## src/rtl/alu_ctrl_pkg.sv

```systemverilog
// Shared encodings for the EX-stage ALU control decoder and the iterative MDU.
// Holds alu_op codes, ALU control codes, funct constants and the FSM state type.
package alu_ctrl_pkg;

    localparam logic [1:0] ALU_OP_ADD   = 2'd0;
    localparam logic [1:0] ALU_OP_SUB   = 2'd1;
    localparam logic [1:0] ALU_OP_RTYPE = 2'd2;

    localparam logic [3:0] ALU_CTL_AND  = 4'd0;
    localparam logic [3:0] ALU_CTL_OR   = 4'd1;
    localparam logic [3:0] ALU_CTL_ADD  = 4'd2;
    localparam logic [3:0] ALU_CTL_SLL  = 4'd3;
    localparam logic [3:0] ALU_CTL_SRL  = 4'd4;
    localparam logic [3:0] ALU_CTL_SUB  = 4'd5;
    localparam logic [3:0] ALU_CTL_SLT  = 4'd7;
    localparam logic [3:0] ALU_CTL_MFHI = 4'd8;
    localparam logic [3:0] ALU_CTL_MFLO = 4'd9;
    localparam logic [3:0] ALU_CTL_NOR  = 4'd12;

    localparam logic [5:0] FUNCT_ADD   = 6'b100000;
    localparam logic [5:0] FUNCT_SUB   = 6'b100010;
    localparam logic [5:0] FUNCT_AND   = 6'b100100;
    localparam logic [5:0] FUNCT_OR    = 6'b100101;
    localparam logic [5:0] FUNCT_NOR   = 6'b100111;
    localparam logic [5:0] FUNCT_SLT   = 6'b101010;
    localparam logic [5:0] FUNCT_SLL   = 6'b000000;
    localparam logic [5:0] FUNCT_SRL   = 6'b000010;
    localparam logic [5:0] FUNCT_MFHI  = 6'b010000;
    localparam logic [5:0] FUNCT_MFLO  = 6'b010010;
    localparam logic [5:0] FUNCT_MULT  = 6'b011000;
    localparam logic [5:0] FUNCT_MULTU = 6'b011001;
    localparam logic [5:0] FUNCT_DIV   = 6'b011010;
    localparam logic [5:0] FUNCT_DIVU  = 6'b011011;

    typedef enum logic [1:0] {
        ST_IDLE = 2'd0,
        ST_BUSY = 2'd1,
        ST_DONE = 2'd2
    } mdu_state_e;

    function automatic logic is_mdu_funct(input logic [5:0] f);
        return (f == FUNCT_MULT) || (f == FUNCT_MULTU) ||
               (f == FUNCT_DIV)  || (f == FUNCT_DIVU);
    endfunction

endpackage

```

## src/rtl/alu_mdu_control_if.sv

```systemverilog
// EX-stage bundle between the pipeline (master) and the ALU control / MDU block (slave).
interface alu_mdu_control_if #(
    parameter int unsigned DATA_W = 32
);
    logic              valid_in;
    logic              flush;
    logic [1:0]        alu_op;
    logic [5:0]        function_field;
    logic [DATA_W-1:0] op_a;
    logic [DATA_W-1:0] op_b;
    logic [3:0]        alu_control;
    logic              stall;
    logic              mdu_done;
    logic [DATA_W-1:0] hi;
    logic [DATA_W-1:0] lo;

    modport master (
        output valid_in, flush, alu_op, function_field, op_a, op_b,
        input  alu_control, stall, mdu_done, hi, lo
    );

    modport slave (
        input  valid_in, flush, alu_op, function_field, op_a, op_b,
        output alu_control, stall, mdu_done, hi, lo
    );
endinterface

```

## src/rtl/alu_mdu_control_mdu_iter.sv

```systemverilog
// Iterative multiply/divide datapath: shift-add multiply and restoring divide
// over unsigned magnitudes, one bit per step. res_hi/res_lo show the result of the pending step.
module mdu_iter #(
    parameter int unsigned DATA_W = 32,
    parameter int unsigned CNT_W  = $clog2(DATA_W) + 1
) (
    input  logic              clk,
    input  logic              arst,
    input  logic              load,
    input  logic              step,
    input  logic              is_div,
    input  logic [DATA_W-1:0] a_mag,
    input  logic [DATA_W-1:0] b_mag,
    output logic [DATA_W-1:0] res_hi,
    output logic [DATA_W-1:0] res_lo,
    output logic [CNT_W-1:0]  cnt
);
    logic [2*DATA_W-1:0] acc_q;
    logic [2*DATA_W-1:0] acc_d;
    logic [DATA_W-1:0]   opnd_q;
    logic                div_q;
    logic [CNT_W-1:0]    cnt_q;

    logic [DATA_W:0]     mul_sum;
    logic [DATA_W:0]     div_shift;
    logic [DATA_W-1:0]   div_diff;
    logic                div_ge;

    // Divide keeps {remainder, dividend/quotient} in acc; multiply keeps {partial, multiplier}.
    always_comb begin
        mul_sum   = {1'b0, acc_q[2*DATA_W-1:DATA_W]} + (acc_q[0] ? {1'b0, opnd_q} : '0);
        div_shift = acc_q[2*DATA_W-1:DATA_W-1];
        div_ge    = div_shift >= {1'b0, opnd_q};
        div_diff  = div_shift[DATA_W-1:0] - opnd_q;
        if (div_q) begin
            acc_d = {(div_ge ? div_diff : div_shift[DATA_W-1:0]), acc_q[DATA_W-2:0], div_ge};
        end else begin
            acc_d = {mul_sum, acc_q[DATA_W-1:1]};
        end
    end

    always_ff @(posedge clk or posedge arst) begin
        if (arst) begin
            acc_q  <= '0;
            opnd_q <= '0;
            div_q  <= 1'b0;
            cnt_q  <= '0;
        end else if (load) begin
            acc_q  <= {{DATA_W{1'b0}}, (is_div ? a_mag : b_mag)};
            opnd_q <= is_div ? b_mag : a_mag;
            div_q  <= is_div;
            cnt_q  <= '0;
        end else if (step) begin
            acc_q  <= acc_d;
            cnt_q  <= cnt_q + CNT_W'(1);
        end
    end

    assign res_hi = acc_d[2*DATA_W-1:DATA_W];
    assign res_lo = acc_d[DATA_W-1:0];
    assign cnt    = cnt_q;

endmodule

```

## src/rtl/alu_mdu_control.sv

```systemverilog
// EX-stage ALU control decoder plus iterative MULT/DIV unit with HI/LO,
// pipeline stall request and flush abort.
module alu_mdu_control
    import alu_ctrl_pkg::*;
#(
    parameter int unsigned DATA_W = 32,
    parameter int unsigned CNT_W  = $clog2(DATA_W) + 1
) (
    input  logic             clk,
    input  logic             arst,
    alu_mdu_control_if.slave bus
);
    mdu_state_e        state_q, state_d;
    logic [3:0]        alu_ctl;
    logic              mdu_start, last_step;
    logic              load, step, res_we, stall, mdu_done;

    logic              op_signed, op_div, a_neg, b_neg;
    logic [DATA_W-1:0] a_mag, b_mag;

    logic              op_div_q, neg_lo_q, neg_hi_q, div_zero_q;
    logic [DATA_W-1:0] a_raw_q, hi_q, lo_q;

    logic [CNT_W-1:0]    cnt;
    logic [DATA_W-1:0]   res_hi, res_lo;
    logic [2*DATA_W-1:0] prod;

    always_comb begin
        alu_ctl = ALU_CTL_AND;
        case (bus.alu_op)
            ALU_OP_ADD: alu_ctl = ALU_CTL_ADD;
            ALU_OP_SUB: alu_ctl = ALU_CTL_SUB;
            ALU_OP_RTYPE: begin
                case (bus.function_field)
                    FUNCT_ADD:  alu_ctl = ALU_CTL_ADD;
                    FUNCT_SUB:  alu_ctl = ALU_CTL_SUB;
                    FUNCT_AND:  alu_ctl = ALU_CTL_AND;
                    FUNCT_OR:   alu_ctl = ALU_CTL_OR;
                    FUNCT_NOR:  alu_ctl = ALU_CTL_NOR;
                    FUNCT_SLT:  alu_ctl = ALU_CTL_SLT;
                    FUNCT_SLL:  alu_ctl = ALU_CTL_SLL;
                    FUNCT_SRL:  alu_ctl = ALU_CTL_SRL;
                    FUNCT_MFHI: alu_ctl = ALU_CTL_MFHI;
                    FUNCT_MFLO: alu_ctl = ALU_CTL_MFLO;
                    default:    alu_ctl = ALU_CTL_AND;
                endcase
            end
            default: alu_ctl = ALU_CTL_AND;
        endcase
    end

    // funct[0] clear selects the signed variant, funct[1] set selects divide.
    assign op_signed = ~bus.function_field[0];
    assign op_div    = bus.function_field[1];
    assign a_neg     = op_signed & bus.op_a[DATA_W-1];
    assign b_neg     = op_signed & bus.op_b[DATA_W-1];
    assign a_mag     = a_neg ? -bus.op_a : bus.op_a;
    assign b_mag     = b_neg ? -bus.op_b : bus.op_b;

    assign mdu_start = bus.valid_in & ~bus.flush & (bus.alu_op == ALU_OP_RTYPE) &
                       is_mdu_funct(bus.function_field) & (state_q == ST_IDLE);
    assign last_step = (cnt == CNT_W'(DATA_W - 1));

    always_ff @(posedge clk or posedge arst) begin
        if (arst) state_q <= ST_IDLE;
        else      state_q <= state_d;
    end

    always_comb begin
        state_d = state_q;
        case (state_q)
            ST_IDLE: if (mdu_start) state_d = ST_BUSY;
            ST_BUSY: begin
                if (bus.flush)      state_d = ST_IDLE;
                else if (last_step) state_d = ST_DONE;
            end
            ST_DONE: state_d = ST_IDLE;
            default: state_d = ST_IDLE;
        endcase
    end

    // DONE never requests a start, so the still-held MDU instruction cannot re-issue.
    always_comb begin
        load     = 1'b0;
        step     = 1'b0;
        res_we   = 1'b0;
        stall    = 1'b0;
        mdu_done = 1'b0;
        case (state_q)
            ST_IDLE: begin
                load  = mdu_start;
                stall = mdu_start;
            end
            ST_BUSY: begin
                stall  = ~bus.flush;
                step   = ~bus.flush;
                res_we = ~bus.flush & last_step;
            end
            ST_DONE: mdu_done = 1'b1;
            default: ;
        endcase
    end

    always_ff @(posedge clk or posedge arst) begin
        if (arst) begin
            op_div_q   <= 1'b0;
            neg_lo_q   <= 1'b0;
            neg_hi_q   <= 1'b0;
            div_zero_q <= 1'b0;
            a_raw_q    <= '0;
        end else if (load) begin
            op_div_q   <= op_div;
            neg_lo_q   <= a_neg ^ b_neg;
            neg_hi_q   <= a_neg;
            div_zero_q <= op_div & (bus.op_b == '0);
            a_raw_q    <= bus.op_a;
        end
    end

    mdu_iter #(
        .DATA_W (DATA_W),
        .CNT_W  (CNT_W)
    ) u_mdu_iter (
        .clk    (clk),
        .arst   (arst),
        .load   (load),
        .step   (step),
        .is_div (op_div),
        .a_mag  (a_mag),
        .b_mag  (b_mag),
        .res_hi (res_hi),
        .res_lo (res_lo),
        .cnt    (cnt)
    );

    assign prod = {res_hi, res_lo};

    // Sign correction on the final step; divide-by-zero returns all-ones / dividend.
    always_ff @(posedge clk or posedge arst) begin
        if (arst) begin
            hi_q <= '0;
            lo_q <= '0;
        end else if (res_we) begin
            if (!op_div_q) begin
                {hi_q, lo_q} <= neg_lo_q ? -prod : prod;
            end else if (div_zero_q) begin
                hi_q <= a_raw_q;
                lo_q <= '1;
            end else begin
                lo_q <= neg_lo_q ? -res_lo : res_lo;
                hi_q <= neg_hi_q ? -res_hi : res_hi;
            end
        end
    end

    assign bus.alu_control = alu_ctl;
    assign bus.stall       = stall;
    assign bus.mdu_done    = mdu_done;
    assign bus.hi          = hi_q;
    assign bus.lo          = lo_q;

endmodule

```

## src/flat_wrapper.sv

```systemverilog
// flat-port wrapper written by rule: the top's interface ports become plain ports
module alu_mdu_control_flat import alu_ctrl_pkg::*;
#(
    parameter int unsigned DATA_W = 32,
    parameter int unsigned CNT_W  = $clog2(DATA_W) + 1
)
  (clk, arst, bus_valid_in, bus_flush, bus_alu_op, bus_function_field, bus_op_a, bus_op_b, bus_alu_control, bus_stall, bus_mdu_done, bus_hi, bus_lo);
  alu_mdu_control_if #(.DATA_W(DATA_W)) bus_i ();
  input  logic clk;
  input  logic arst;
  input wire logic [$bits(bus_i.valid_in)-1:0] bus_valid_in;
  input wire logic [$bits(bus_i.flush)-1:0] bus_flush;
  input wire logic [$bits(bus_i.alu_op)-1:0] bus_alu_op;
  input wire logic [$bits(bus_i.function_field)-1:0] bus_function_field;
  input wire logic [$bits(bus_i.op_a)-1:0] bus_op_a;
  input wire logic [$bits(bus_i.op_b)-1:0] bus_op_b;
  output wire logic [$bits(bus_i.alu_control)-1:0] bus_alu_control;
  output wire logic [$bits(bus_i.stall)-1:0] bus_stall;
  output wire logic [$bits(bus_i.mdu_done)-1:0] bus_mdu_done;
  output wire logic [$bits(bus_i.hi)-1:0] bus_hi;
  output wire logic [$bits(bus_i.lo)-1:0] bus_lo;
  assign bus_i.valid_in = bus_valid_in;
  assign bus_i.flush = bus_flush;
  assign bus_i.alu_op = bus_alu_op;
  assign bus_i.function_field = bus_function_field;
  assign bus_i.op_a = bus_op_a;
  assign bus_i.op_b = bus_op_b;
  assign bus_alu_control = bus_i.alu_control;
  assign bus_stall = bus_i.stall;
  assign bus_mdu_done = bus_i.mdu_done;
  assign bus_hi = bus_i.hi;
  assign bus_lo = bus_i.lo;
  alu_mdu_control #(.DATA_W(DATA_W), .CNT_W(CNT_W)) u_core (.clk(clk), .arst(arst), .bus(bus_i));
endmodule
```

## config.mk

```make
export PLATFORM = sky130hd
export DESIGN_NAME = alu_mdu_control_flat
export DESIGN_NICKNAME = d
export VERILOG_FILES = /design/src/rtl/alu_ctrl_pkg.sv /design/src/rtl/alu_mdu_control_if.sv /design/src/rtl/alu_mdu_control_mdu_iter.sv /design/src/rtl/alu_mdu_control.sv /design/src/flat_wrapper.sv
export SDC_FILE = /design/constraint.sdc
export NUM_CORES = 1
export LEC_CHECK = 0
export CAP_MARGIN = 20
export CELL_PAD_IN_SITES_DETAIL_PLACEMENT = 1
export CELL_PAD_IN_SITES_GLOBAL_PLACEMENT = 1
export CORE_UTILIZATION = 53
export CTS_CLUSTER_SIZE = 12
export DETAILED_ROUTE_END_ITERATION = 6
export DONT_BUFFER_PORTS = 1
export GPL_TIMING_DRIVEN = 0
export PLACE_DENSITY = 0.88
export SYNTH_ARGS = -nofsm -noshare
export SYNTH_HDL_FRONTEND = slang
export SYNTH_HIERARCHICAL = 1
export SYNTH_SLANG_ARGS = --single-unit
```

## constraint.sdc

```tcl
create_clock -name clk -period 14.5 [get_ports clk]
set_input_delay 2.175 -clock clk [delete_from_list [all_inputs] [get_ports clk]]
set_output_delay 2.175 -clock clk [all_outputs]
set_load 0.02 [all_outputs]
```

==> results of run 1 <==
## kinds of logic after synthesis
kind of cell	after synthesis
muxes	124
DFF	205
adders and majority gates	71
xor gates and xnor gates	179
and+or+nand+nor	885
AOI/OAI and AO/OA	588
buffers and inverters	220
## per-layer routing
| metal | global-route usage | vias up |
|---|---|---|
| met1 | 0.5881 | 9385 |
| li1 | - | 8186 |
| met5 | 0 | - |
| met4 | 0.2608 | 0 |
| met2 | 0.7115 | 1109 |
| met3 | 0.1056 | 292 |
## power groups by stage
stage	Combinational, uW	Clock, uW	Sequential (uW)
2_1_floorplan	963	0	669
3_3_place_gp	1320	0	699
3_5_place_dp	1380	0	703
4_1_cts	1400	674	694
5_1_grt	1540	691	703
6_report	1460	670	700
## cell usage after synthesis, types with 6 or more instances
cell and instances:
nand2_1 255, a211oi_1 17, o31a_1 9, clkbuf_1 110, or2_2 9, nand2b_1 21
xnor2_1 75, o211ai_1 20, a21oi_1 182, nand3_1 32, o21a_1 14, xor2_1 104
nor4_1 31, nor2_1 273, nor2b_1 23, dfrtp_1 205, or3_1 61, buf_2 14
o21bai_1 7, inv_1 77, mux2_2 32, a221oi_1 8, or4_1 20, o221ai_1 10
o21ai_0 139, a21o_1 33, o31ai_1 20, and2_1 37, and3_1 27, a22oi_1 6
nor3_1 44, o41ai_1 14, a211o_1 11, ha_1 69, mux2i_1 92, buf_1 11
nand4_1 20, a31oi_1 37
## tightest hold or removal path, cell delays in order, from the launching register on
cell and delay (ns):
dfrtp_1 0.34, nand2_1 0.06, nand2_1 0.05
## final timing paths
| path | start | slack (ns) | to |
|---|---|---|---|
| worst max register to register | u_core/u_mdu_iter/opnd_q[16] | 8.09 | u_core/bus.hi[28] |
| max in group asynchronous | arst | 12.13 | u_core/u_mdu_iter/acc_q[56] |
| worst min-delay path | u_core/a_raw_q[26] | 0.48 | u_core/a_raw_q[26] |
| min in group asynchronous | arst | 1.47 | u_core/state_q[0] |
| worst min register to register | u_core/a_raw_q[26] | 0.48 | u_core/a_raw_q[26] |
| worst max-delay path | bus_function_field[0] | 8.07 | bus_alu_control[2] |
## through the flow
stage / util / cells / setup slack (ns) / instance area, um^2 / total power (uW)
after floorplan: - / 2272 / 8.589 / 17800 / 1632
after global placement: 0.5599 / 2714 / 8.209 / 18360 / 2018
after detailed placement: 0.5622 / 2718 / 8.146 / 18430 / 2082
after CTS: 0.5884 / 2764 / 8.141 / 19290 / 2764
after global routing: 0.5889 / 2766 / 7.784 / 19310 / 2933
final: 0.5889 / 2766 / 8.075 / 19310 / 2830
## registers in the layout, summed over array words and instances (netlist names), 2 cells and up
name / flops
u_core/u_mdu_iter/acc_q: 64
u_core/a_raw_q: 32
u_core/bus.hi: 32
u_core/bus.lo: 32
u_core/u_mdu_iter/opnd_q: 32
u_core/u_mdu_iter/cnt: 6
u_core/state_q: 2
## area by class of cell
| class | instances | area, um^2 |
|---|---|---|
| fill | 4138 | 13480 |
| multi-input combinational | 1847 | 11810 |
| sequential | 205 | 5130 |
| clock buffer | 35 | 713.2 |
| buffer | 142 | 570.5 |
| tap | 442 | 553.0 |
| inverter | 78 | 297.8 |
| clock inverter | 11 | 146.4 |
| timing repair buffer | 6 | 85.08 |
==> qor.txt, run 1 <==
Initial antenna violation count: 0
Clock skew: 0.02865 ns
Worst setup SP type: input port
Net Sw Power: 1331 uW
First-pass GRT wire length: 118,000 um
Status: completed
Leading area contributor after synthesis: dfrtp_1
RePlAce Congestion: 1.034
RSZ-0062 raised after global routing: no
Power Density: 146.6 mW/mm^2
XOR/XNOR Fraction of Synth Area: 0.08806
CP max stage cell: o41ai_1
Area Growth Syn to Fin: 8.440%
Required @ worst endpoint: 12.32 ns
TritonCTS Sinks: 205
Routed Wire Length: 78,710 um
H-tree lvl count: 1
Unique cell type count in the Yosys netlist: 92
Ys async rst share: 1.000
CTS clock-pin slew for the worst setup and hold paths: 0.06 ns
Via count: 18,970
Setup TNS: 0 ns
Post-synth EDFFs: 0
Min Hold Slack: 0.4842 ns
Worst skew pair latency: 0.56 ns
Layout cell share with drive strength beyond 1: 0.06196
Crit-path max cell delay: 0.85 ns
Share of the synthesized area in the top cell type: 0.2881
Starting DRT DRC Count: 1,904
Post-CTS Hold Fix Bufs: 0
Mapped cell area: 0.01780 mm^2
WHS Path Cells: 2
Buf/Inv on CP: 1
Worst path most repeated cell: nor2_1
Max FO, Critical Path: 10
Ant. Diodes: 0
DR WL met2: 34,160 um
CTS tree: yes
Die span in y: 185.3 um
Logic gate share of total power: 0.516
Fmax: 0.1556 GHz
Max_slew headroom: 0.2307
MaxCap Viol Count: 0
DRC: 0
Sequential power share: 0.248
Leak: 0.008679 uW
#FFs+latches synth: 205
Syn. warnings: 6
Vias in the first global route: 19,230
Row count: 66
Sequential-to-total area share from yosys stat: 0.2881
Fin. max-slew vios: 0
Multiplexer share of the synthesized area: 0.07197
Starting Density: 0.5431
Critical path class: input port to output pin
Mapped Nets: 2,419
Levels on crit path: 7
1st-pass router iterations: 5
DIE AREA: 0.03433 mm^2
Clock buffer depth: 3
Global-route usage over all layers: 0.4598
Largest family of logic cells by synthesized area: simple AND/OR/NAND/NOR gates
Mapped Cells: 2,272
Final ANT Viol Nets: 0
Sw frac: 0.4704
DR WL/cell: 28.45 um
Clock power frac: 0.237
Synth Area in Simple Gates: 0.2393
Post_cts resized: 0
Largest net degree at the start of global routing: 77
CTS Root Buffer Type: clkbuf_16
Final number of hold-violating endpoints: 0
Commonest cells after routing, fill and taps aside: nor2_1 (273), nand2_1 (255), dfrtp_1 (205)
Synth top area cells: dfrtp_1 (29%), nor2_1 (5.8%), nand2_1 (5.4%), mux2i_1 (5.2%), a21oi_1 (5.1%)
Post-CTS Setup Bufs: 0
CP delay by family, top: compound AO/OA/AOI/OAI gates
Global route total overflow: 0
Period utilization: 0.4431
Die X: 185.3 um
Core area: 0.03278 mm^2
Worst Hold Class: flop to flop
Min cycle time layout: 6.425 ns
Ys flop type: dfrtp_1
IO Pins: 146
CP endpoint kind: output pin
Worst path cell trace: clkbuf_1, nand3_1, nor2_1, a21oi_1, nor2_1, o21ai_0, o41ai_1
CTS buffer count: 25
DR WL met3: 8256 um
Layout Nets: 2,452
Fraction of the mapped netlist area in adder cells: 0.05074
Internal: 1499 uW
Dpl hpwl: 61,410 um
Leading cell type in the layout, fill and taps excluded: nor2_1
Worst Tran Pin Value: 1.149 ns
Wire length on met1: 31,060 um
Final setup vio count: 0
Worst vdd ir: 0.1108 mV
Port Buffers: 0
Compound-gate portion of the synthesized area: 0.2133
Vias per cell: 6.859
Avg Cell Area, Syn: 7.836 um^2
Crit path DAT: 4.25 ns
Reg2Reg Depth: 22
Top Metal Used: met4
No activity file was read; power rests on OpenSTA's default activity.
==> run 2: changes to the inputs <==
--- a/config.mk
+++ b/config.mk
@@ -8,12 +8,12 @@
 export CAP_MARGIN = 20
 export CELL_PAD_IN_SITES_DETAIL_PLACEMENT = 1
 export CELL_PAD_IN_SITES_GLOBAL_PLACEMENT = 1
-export CORE_UTILIZATION = 53
+export CORE_UTILIZATION = 44
 export CTS_CLUSTER_SIZE = 12
 export DETAILED_ROUTE_END_ITERATION = 6
 export DONT_BUFFER_PORTS = 1
 export GPL_TIMING_DRIVEN = 0
-export PLACE_DENSITY = 0.88
+export PLACE_DENSITY = 0.79
 export SYNTH_ARGS = -nofsm -noshare
 export SYNTH_HDL_FRONTEND = slang
 export SYNTH_HIERARCHICAL = 1
==> constraint.sdc (replaced) <==
create_clock -name clk -period 5.4 [get_ports clk]
set_input_delay 0.81 -clock clk [delete_from_list [all_inputs] [get_ports clk]]
set_output_delay 0.81 -clock clk [all_outputs]
set_load 0.02 [all_outputs]
==> run 2 against run 1 <==
  * Critical path depth is 13 higher
  * Via count is 0.76% lower
  * Sequential share of layout area is 0.97 points lower
  * First-iteration DRC count is 11% lower
  * Design area is 4.0% higher
  * Final cell count is 4.0% higher
  * Hold slack worse by 0.33 ns
  * Sequential cell count stayed put
  * Global-route usage is 8.3 points lower
  * Largest power group unchanged
  * Highest routed layer unchanged
==> qor.txt, run 2 (same netlist as run 1, synthesis figures left out) <==
GR peak layer: met2
TritonCTS Sinks: 205 (unchanged)
Fin cells: 2,876 (+4.0%)
Fmax: 0.1876 GHz
Post-CTS Hold Fix Bufs: 0 (unchanged)
Worst vdd ir: 0.2448 mV (+120%)
CTS Root Buffer Type: clkbuf_16
Logic gate share of total power: 0.536 (+0.020)
DRC: 0 (unchanged)
CTS tree: yes
Row count: 73 (+11%)
CP endpoint kind: flop
1st-pass router iterations: 5 (unchanged)
Worst R2R Start: u_core/u_mdu_iter/acc_q[38]
CTS buffer count: 26 (+4.0%)
Levels on crit path: 20 (+13)
CTS clock-pin slew for the worst setup and hold paths: 0.06 ns (about the same)
Place WS: -0.9435 ns (-9.089 ns)
Required @ worst endpoint: 5.86 ns (-6.46 ns)
R2R Setup Slk: 0.07 ns (-8.02 ns)
Vias per cell: 6.547 (-4.6%)
Die span in y: 203.2 um (+9.6%)
DR WL/cell: 27.47 um (-3.5%)
MaxCap Viol Count: 0 (unchanged)
DIE AREA: 0.04127 mm^2 (+20%)
Fillers: 4,941 (+19%)
Status: completed
Clock buffer depth: 3 (unchanged)
Max reg flops: 64 (unchanged)
Sequential power share: 0.234 (-0.014)
Min cycle time layout: 5.331 ns
CP delay by family, top: simple AND/OR/NAND/NOR gates
First-pass GRT wire length: 118,500 um (+0.41%)
Leak: 0.008914 uW (+2.7%)
Global Route met3 Usage: 0.07478 (-0.03080)
Final setup vio count: 0 (unchanged)
Top reg by flops: u_core/u_mdu_iter/acc_q
Core area: 0.03982 mm^2 (+21%)
Vias in the first global route: 19,010 (-1.2%)
Final ANT Viol Nets: 0 (unchanged)
Global route total overflow: 0 (unchanged)
Critical path class: flop to flop
Fin. max-slew vios: 0 (unchanged)
Starting Density: 0.4471 (-0.09599)
Commonest cells after routing, fill and taps aside: nor2_1 (269), nand2_1 (253), dfrtp_1 (195)
Worst setup SP type: flop
Final worst setup slack: 0.06855 ns (-8.006 ns)
Layout cell share with drive strength beyond 1: 0.1046 (+0.04267)
FF+latch area: 0.005142 mm^2 (+0.24%)
Crit path DAT: 5.79 ns (+1.54 ns)
Area Growth Syn to Fin: 12.80%
GR Layer Usage met2: 0.5903 (-0.1212)
Internal: 4310 uW (+190%)
H-tree lvl count: 1 (unchanged)
Leading cell type in the layout, fill and taps excluded: nor2_1
Sw frac: 0.4635 (-0.006928)
Via count: 18,830 (-0.76%)
Initial antenna violation count: 0 (unchanged)
Reg2Reg Depth: 20 (-9.1%)
Global-route usage over all layers: 0.3768 (-0.08300)
Power Density: 400.0 mW/mm^2 (+170%)
Multi-input logic area: 0.01218 mm^2 (+3.1%)
Dpl cells: 2,801 (+3.1%)
Layout Nets: 2,481 (+1.2%)
Worst Tran Pin Value: 1.221 ns (+0.07188 ns)
Net Sw Power: 3723 uW (+180%)
Max FO, Critical Path: 10 (unchanged)
Crit path from: u_core/u_mdu_iter/acc_q[38]
Dpl hpwl: 62,480 um (+1.7%)
CP max stage cell: or4_4
Final number of hold-violating endpoints: 0 (unchanged)
Period utilization: 0.9873
Worst skew pair latency: 0.56 ns (about the same)
Max_slew headroom: 0.1825 (-0.04815)
CP Capture Point: u_core/bus.hi[24]
Die X: 203.2 um (+9.6%)
Starting DRT DRC Count: 1,686 (-11%)
Port Buffers: 0 (unchanged)
IO Pins: 146 (unchanged)
Worst path cell trace: ha_1, buf_2, nand4_1, o211ai_1, a211o_1, a211o_1, and4_4, nor2_8, buf_4, buf_4, nand2_1, a31oi_4, inv_2, ha_2, or3b_4, or4_4, or4_4, nor3_2, a31oi_1, a41oi_1
Clock skew: 0.02081 ns (-0.007836 ns)
Routed Wire Length: 79,010 um (+0.38%)
Buf/Inv on CP: 4 (+3)
Largest net degree at the start of global routing: 71 (-7.8%)
Crit-path max cell delay: 0.53 ns (-0.32 ns)
RR Endpoint: u_core/bus.hi[24]
Ant. Diodes: 0 (unchanged)
Worst Hold Class: input port to asynchronous set/reset pin
RePlAce Congestion: 1.008 (-2.5%)
Met1 usage: 0.5058 (-0.08231)
Clock power frac: 0.230 (-0.007)
## run 2: power groups by stage
stage / Sequential [uW] / Clock (uW) / Combinational, uW
4_1_cts: 1870 / 1870 / 3880
3_5_place_dp: 1890 / 0 / 3750
3_3_place_gp: 1880 / 0 / 3630
2_1_floorplan: 1800 / 0 / 2590
6_report: 1880 / 1850 / 4310
5_1_grt: 1890 / 1920 / 4550
## run 2: how the worst min path moves through the flow
stage / cells past startpoint / end / slack, ns
3_5_place_dp: 2 / u_core/a_raw_q[27] / 0.46
2_1_floorplan: 2 / u_core/a_raw_q[12] / 0.43
3_3_place_gp: 2 / u_core/a_raw_q[27] / 0.45
6_report: 1 / u_core/state_q[1] / 0.15
4_1_cts: 1 / u_core/state_q[1] / 0.15
5_1_grt: 1 / u_core/state_q[1] / 0.18
## run 2: per-stage QoR
| stage | area, um^2 | power [uW] | setup TNS [ns] | util | hold WS (ns) |
|---|---|---|---|---|---|
| global placement | 18460 | 5517 | -9.946 | 0.4636 | 0.4478 |
| global route | 20080 | 8352 | -0.07049 | 0.5043 | 0.1776 |
| detailed placement | 18540 | 5638 | -12.46 | 0.4654 | 0.4569 |
| floorplan | 17800 | 4382 | 0 | - | 0.4300 |
| finish | 20080 | 8032 | 0 | 0.5043 | 0.1512 |
| CTS | 19630 | 7625 | -0.05818 | 0.4928 | 0.1480 |
## run 2: what timing repair did
action                                  in CTS  in global routing
setup buffers                                9                 21
gates resized for setup                     33                 90
endpoints found under the setup margin      27                 23
pin swaps                                    7                 15
## run 2: routing by layer
metal / vias up / part of all wire
li1: 8237 / -
met1: 9398 / 0.42
met2: 985 / 0.44
met3: 208 / 0.095
met4: 0 / 0.050
met5: - / 0
## run 2: layout make-up
class / instances / share of cell area
timing repair buffer: 35 / 0.01508
clock buffer: 38 / 0.03869
multi-input combinational: 1847 / 0.6064
sequential: 205 / 0.2561
tap: 525 / 0.03271
clock inverter: 7 / 0.005919
inverter: 78 / 0.01483
buffer: 141 / 0.03028
==> run 3: changes to the inputs <==
--- a/config.mk
+++ b/config.mk
@@ -16,5 +16,4 @@
 export PLACE_DENSITY = 0.79
 export SYNTH_ARGS = -nofsm -noshare
 export SYNTH_HDL_FRONTEND = slang
-export SYNTH_HIERARCHICAL = 1
 export SYNTH_SLANG_ARGS = --single-unit
==> run 3 against run 2 <==
  * Clock power is 5% lower
  * Design area increased by 0.54%
  * Register-to-register slack got worse by 0.06 ns
  * Clock-buffer cell count fell by 1
  * Final cell count grew 3.5%
  * Maximum frequency shrank 1.2%
  * Sequential power decreased by 6%
  * First-iteration DRC count increased by 7.5%
  * Sequential share of layout area shrank 0.30 points
  * Die area increased by 0.88%
==> qor.txt, run 3 <==
Worst path most repeated cell: or3_4
Final ANT Viol Nets: 0 (unchanged)
Synth top area cells: dfrtp_1 (28%), nand2_1 (7.0%), o21ai_0 (6.4%), a21oi_1 (6.0%), xnor2_1 (5.0%)
Port Buffers: 0 (unchanged)
List of most frequent post-synthesis cells: nand2_1 (337), o21ai_0 (230), a21oi_1 (214)
Vias in the first global route: 19,980 (+5.1%)
Largest net degree at the start of global routing: 45 (-37%)
Commonest cells after routing, fill and taps aside: nand2_1 (335), o21ai_0 (226), nor2_1 (208)
Min Hold Slack: 0.2003 ns (+0.04912 ns)
Post-synth EDFFs: 0 (unchanged)
Utilization after layout: 0.5047 (about the same)
Area Growth Syn to Fin: 12.41%
DRC: 0 (unchanged)
Worst setup SP type: flop
Die span in y: 204.0 um (+0.44%)
1st-pass router iterations: 6 (+1)
Ys async rst share: 1.000 (unchanged)
Starting Density: 0.4490 (+0.001899)
Global route total overflow: 0 (unchanged)
CP endpoint kind: flop
Final number of hold-violating endpoints: 0 (unchanged)
Period utilization: 0.9989 (+0.01159)
Clock skew: 0.03451 ns (+0.01370 ns)
Most frequent cell after synthesis: nand2_1
Worst Tran Pin Value: 1.250 ns (+0.02901 ns)
CTS clock-pin slew for the worst setup and hold paths: 0.06 ns (about the same)
Syn. warnings: 0 (-6)
Buf/Inv on CP: 2 (-2)
MaxCap Viol Count: 0 (unchanged)
DIE AREA: 0.04163 mm^2 (+0.88%)
Layout cell share with drive strength beyond 1: 0.09050 (-0.01413)
CP max stage cell: or4_4
Worst path cell trace: ha_1, buf_2, a21o_1, a31oi_4, nand3b_1, a311o_1, buf_4, a31o_4, ha_2, o21ai_2, or3_4, or2_4, or3_4, or4_4, nor3b_1, nand3_1, mux2i_1, o32a_1
Max reg flops: 64 (unchanged)
Leak: 0.008702 uW (-2.4%)
RSZ-0062 raised after global routing: yes
Fmax: 0.1854 GHz (-1.2%)
Min cycle time layout: 5.394 ns (+0.06258 ns)
Top reg by flops: u_core.u_mdu_iter.acc_q
Share of the synthesized area in the top cell type: 0.2842 (-0.003922)
CTS buffer count: 26 (unchanged)
Power Density: 279.1 mW/mm^2 (-30%)
Vias per cell: 6.671 (+1.9%)
Leading area contributor after synthesis: dfrtp_1
Worst Hold Class: input port to asynchronous set/reset pin
Ant. Diodes: 0 (unchanged)
Die X: 204.0 um (+0.44%)
Layout Nets: 2,582 (+4.1%)
FF+latch area: 0.005109 mm^2 (-0.66%)
H-tree lvl count: 1 (unchanged)
Crit-path max cell delay: 0.62 ns (+0.09 ns)
Ys flop type: dfrtp_1
Tot Pwr: 5635 uW (-30%)
Max_slew headroom: 0.1598 (-0.02267)
Avg Cell Area, Syn: 7.578 um^2 (-3.3%)
Via count: 19,870 (+5.5%)
Dpl hpwl: 70,300 um (+13%)
Mapped Cells: 2,370 (+4.3%)
Global-route usage over all layers: 0.4218 (+0.04495)
TritonCTS Sinks: 204 (-0.49%)
Worst skew pair latency: 0.58 ns (+0.02 ns)
IO Pins: 146 (unchanged)
Critical path class: flop to flop
Mapped cell area: 0.01796 mm^2 (+0.89%)
Leading cell type in the layout, fill and taps excluded: nand2_1
Crit path DAT: 5.85 ns (+0.06 ns)
Core area: 0.04001 mm^2 (+0.46%)
Clock buffer depth: 3 (unchanged)
CP delay by family, top: simple AND/OR/NAND/NOR gates
Final setup vio count: 0 (unchanged)
DR WL/cell: 29.80 um (+8.5%)
Multi-input logic area: 0.01233 mm^2 (+1.3%)
Routed Wire Length: 88,740 um (+12%)
Initial antenna violation count: 0 (unchanged)
Mapped Nets: 2,517 (+4.1%)
Required @ worst endpoint: 5.86 ns (about the same)
Starting DRT DRC Count: 1,812 (+7.5%)
#FFs+latches synth: 204 (-0.49%)
Row count: 73 (unchanged)
Dpl cell area: 0.01873 mm^2 (+1.1%)
CTS tree: yes
RePlAce Congestion: 1.005 (-0.23%)
Fillers: 4,955 (+0.28%)
Worst vdd ir: 0.2388 mV (-2.5%)
Sequential-to-total area share from yosys stat: 0.2842 (-0.003922)
Finished Cell Area: 0.02019 mm^2 (+0.54%)
Max FO, Critical Path: 10 (unchanged)
CTS Root Buffer Type: clkbuf_16
Fin. max-slew vios: 0 (unchanged)
Unique cell type count in the Yosys netlist: 94 (+2.2%)
First-pass GRT wire length: 130,300 um (+10%)
Status: completed
-- run 3: power breakdown --
group | switching (uW) | internal (uW) | total [uW]
registers | 134 | 1630 | 1760
clock network | 761 | 991 | 1750
logic | 1410 | 710 | 2120
-- run 3: cell families after synthesis --
kind of cell | synth area share
fa+ha+maj | 0.05030
compound gates | 0.2738
xor+xnor | 0.08387
buf+inv | 0.05009
flops | 0.2842
simple gates | 0.2280
mux | 0.02968
-- run 3: final timing paths --
path,cells after the start,start,end,slack (ns)
min,1,arst,u_core.u_mdu_iter.acc_q[14],0.20
min reg2reg,2,u_core.a_raw_q[16],u_core.a_raw_q[16],0.48
max reg2reg,18,u_core.u_mdu_iter.acc_q[37],u_core.bus.hi[30],0.006
min in group clk,2,bus_op_a[26],u_core.a_raw_q[26],0.36
max,18,u_core.u_mdu_iter.acc_q[37],u_core.bus.hi[30],0.006
max in group asynchronous,4,arst,u_core.u_mdu_iter.acc_q[57],4.03
-- run 3: area by class of cell --
| class | count | share of cell area |
|---|---|---|
| Buffer | 144 | 0.03061 |
| Clock buffer | 37 | 0.03625 |
| Clock inverter | 9 | 0.004524 |
| Inverter | 80 | 0.01506 |
| Multi-Input combinational cell | 1940 | 0.6108 |
| Sequential cell | 204 | 0.2530 |
| Tap cell | 525 | 0.03253 |
| Timing Repair Buffer | 39 | 0.01723 |
-- run 3: through the flow --
| stage | setup TNS (ns) | setup WS [ns] | std cells |
|---|---|---|---|
| global route | -0.2515 | -0.1269 | 2978 |
| CTS | 0 | 0.01102 | 2960 |
| global placement | -43.97 | -1.278 | 2895 |
| detailed placement | -46.65 | -1.293 | 2902 |
| floorplan | 0 | 0.2782 | 2370 |
| finish | 0 | 0.005975 | 2978 |
-- run 3: what timing repair did --
item,CTS,global route
buffers inserted,13,18
setup endpoints to repair,64,29
endpoints found under the hold margin,0,0
resized for setup,54,41
hold buffers,0,0
pin swaps,8,11
-- run 3: per-layer routing --
metal,share of wire,GRT usage
met5,0,0
met2,0.45,0.6725
met3,0.084,0.07765
met4,0.067,0.2569
met1,0.40,0.5290
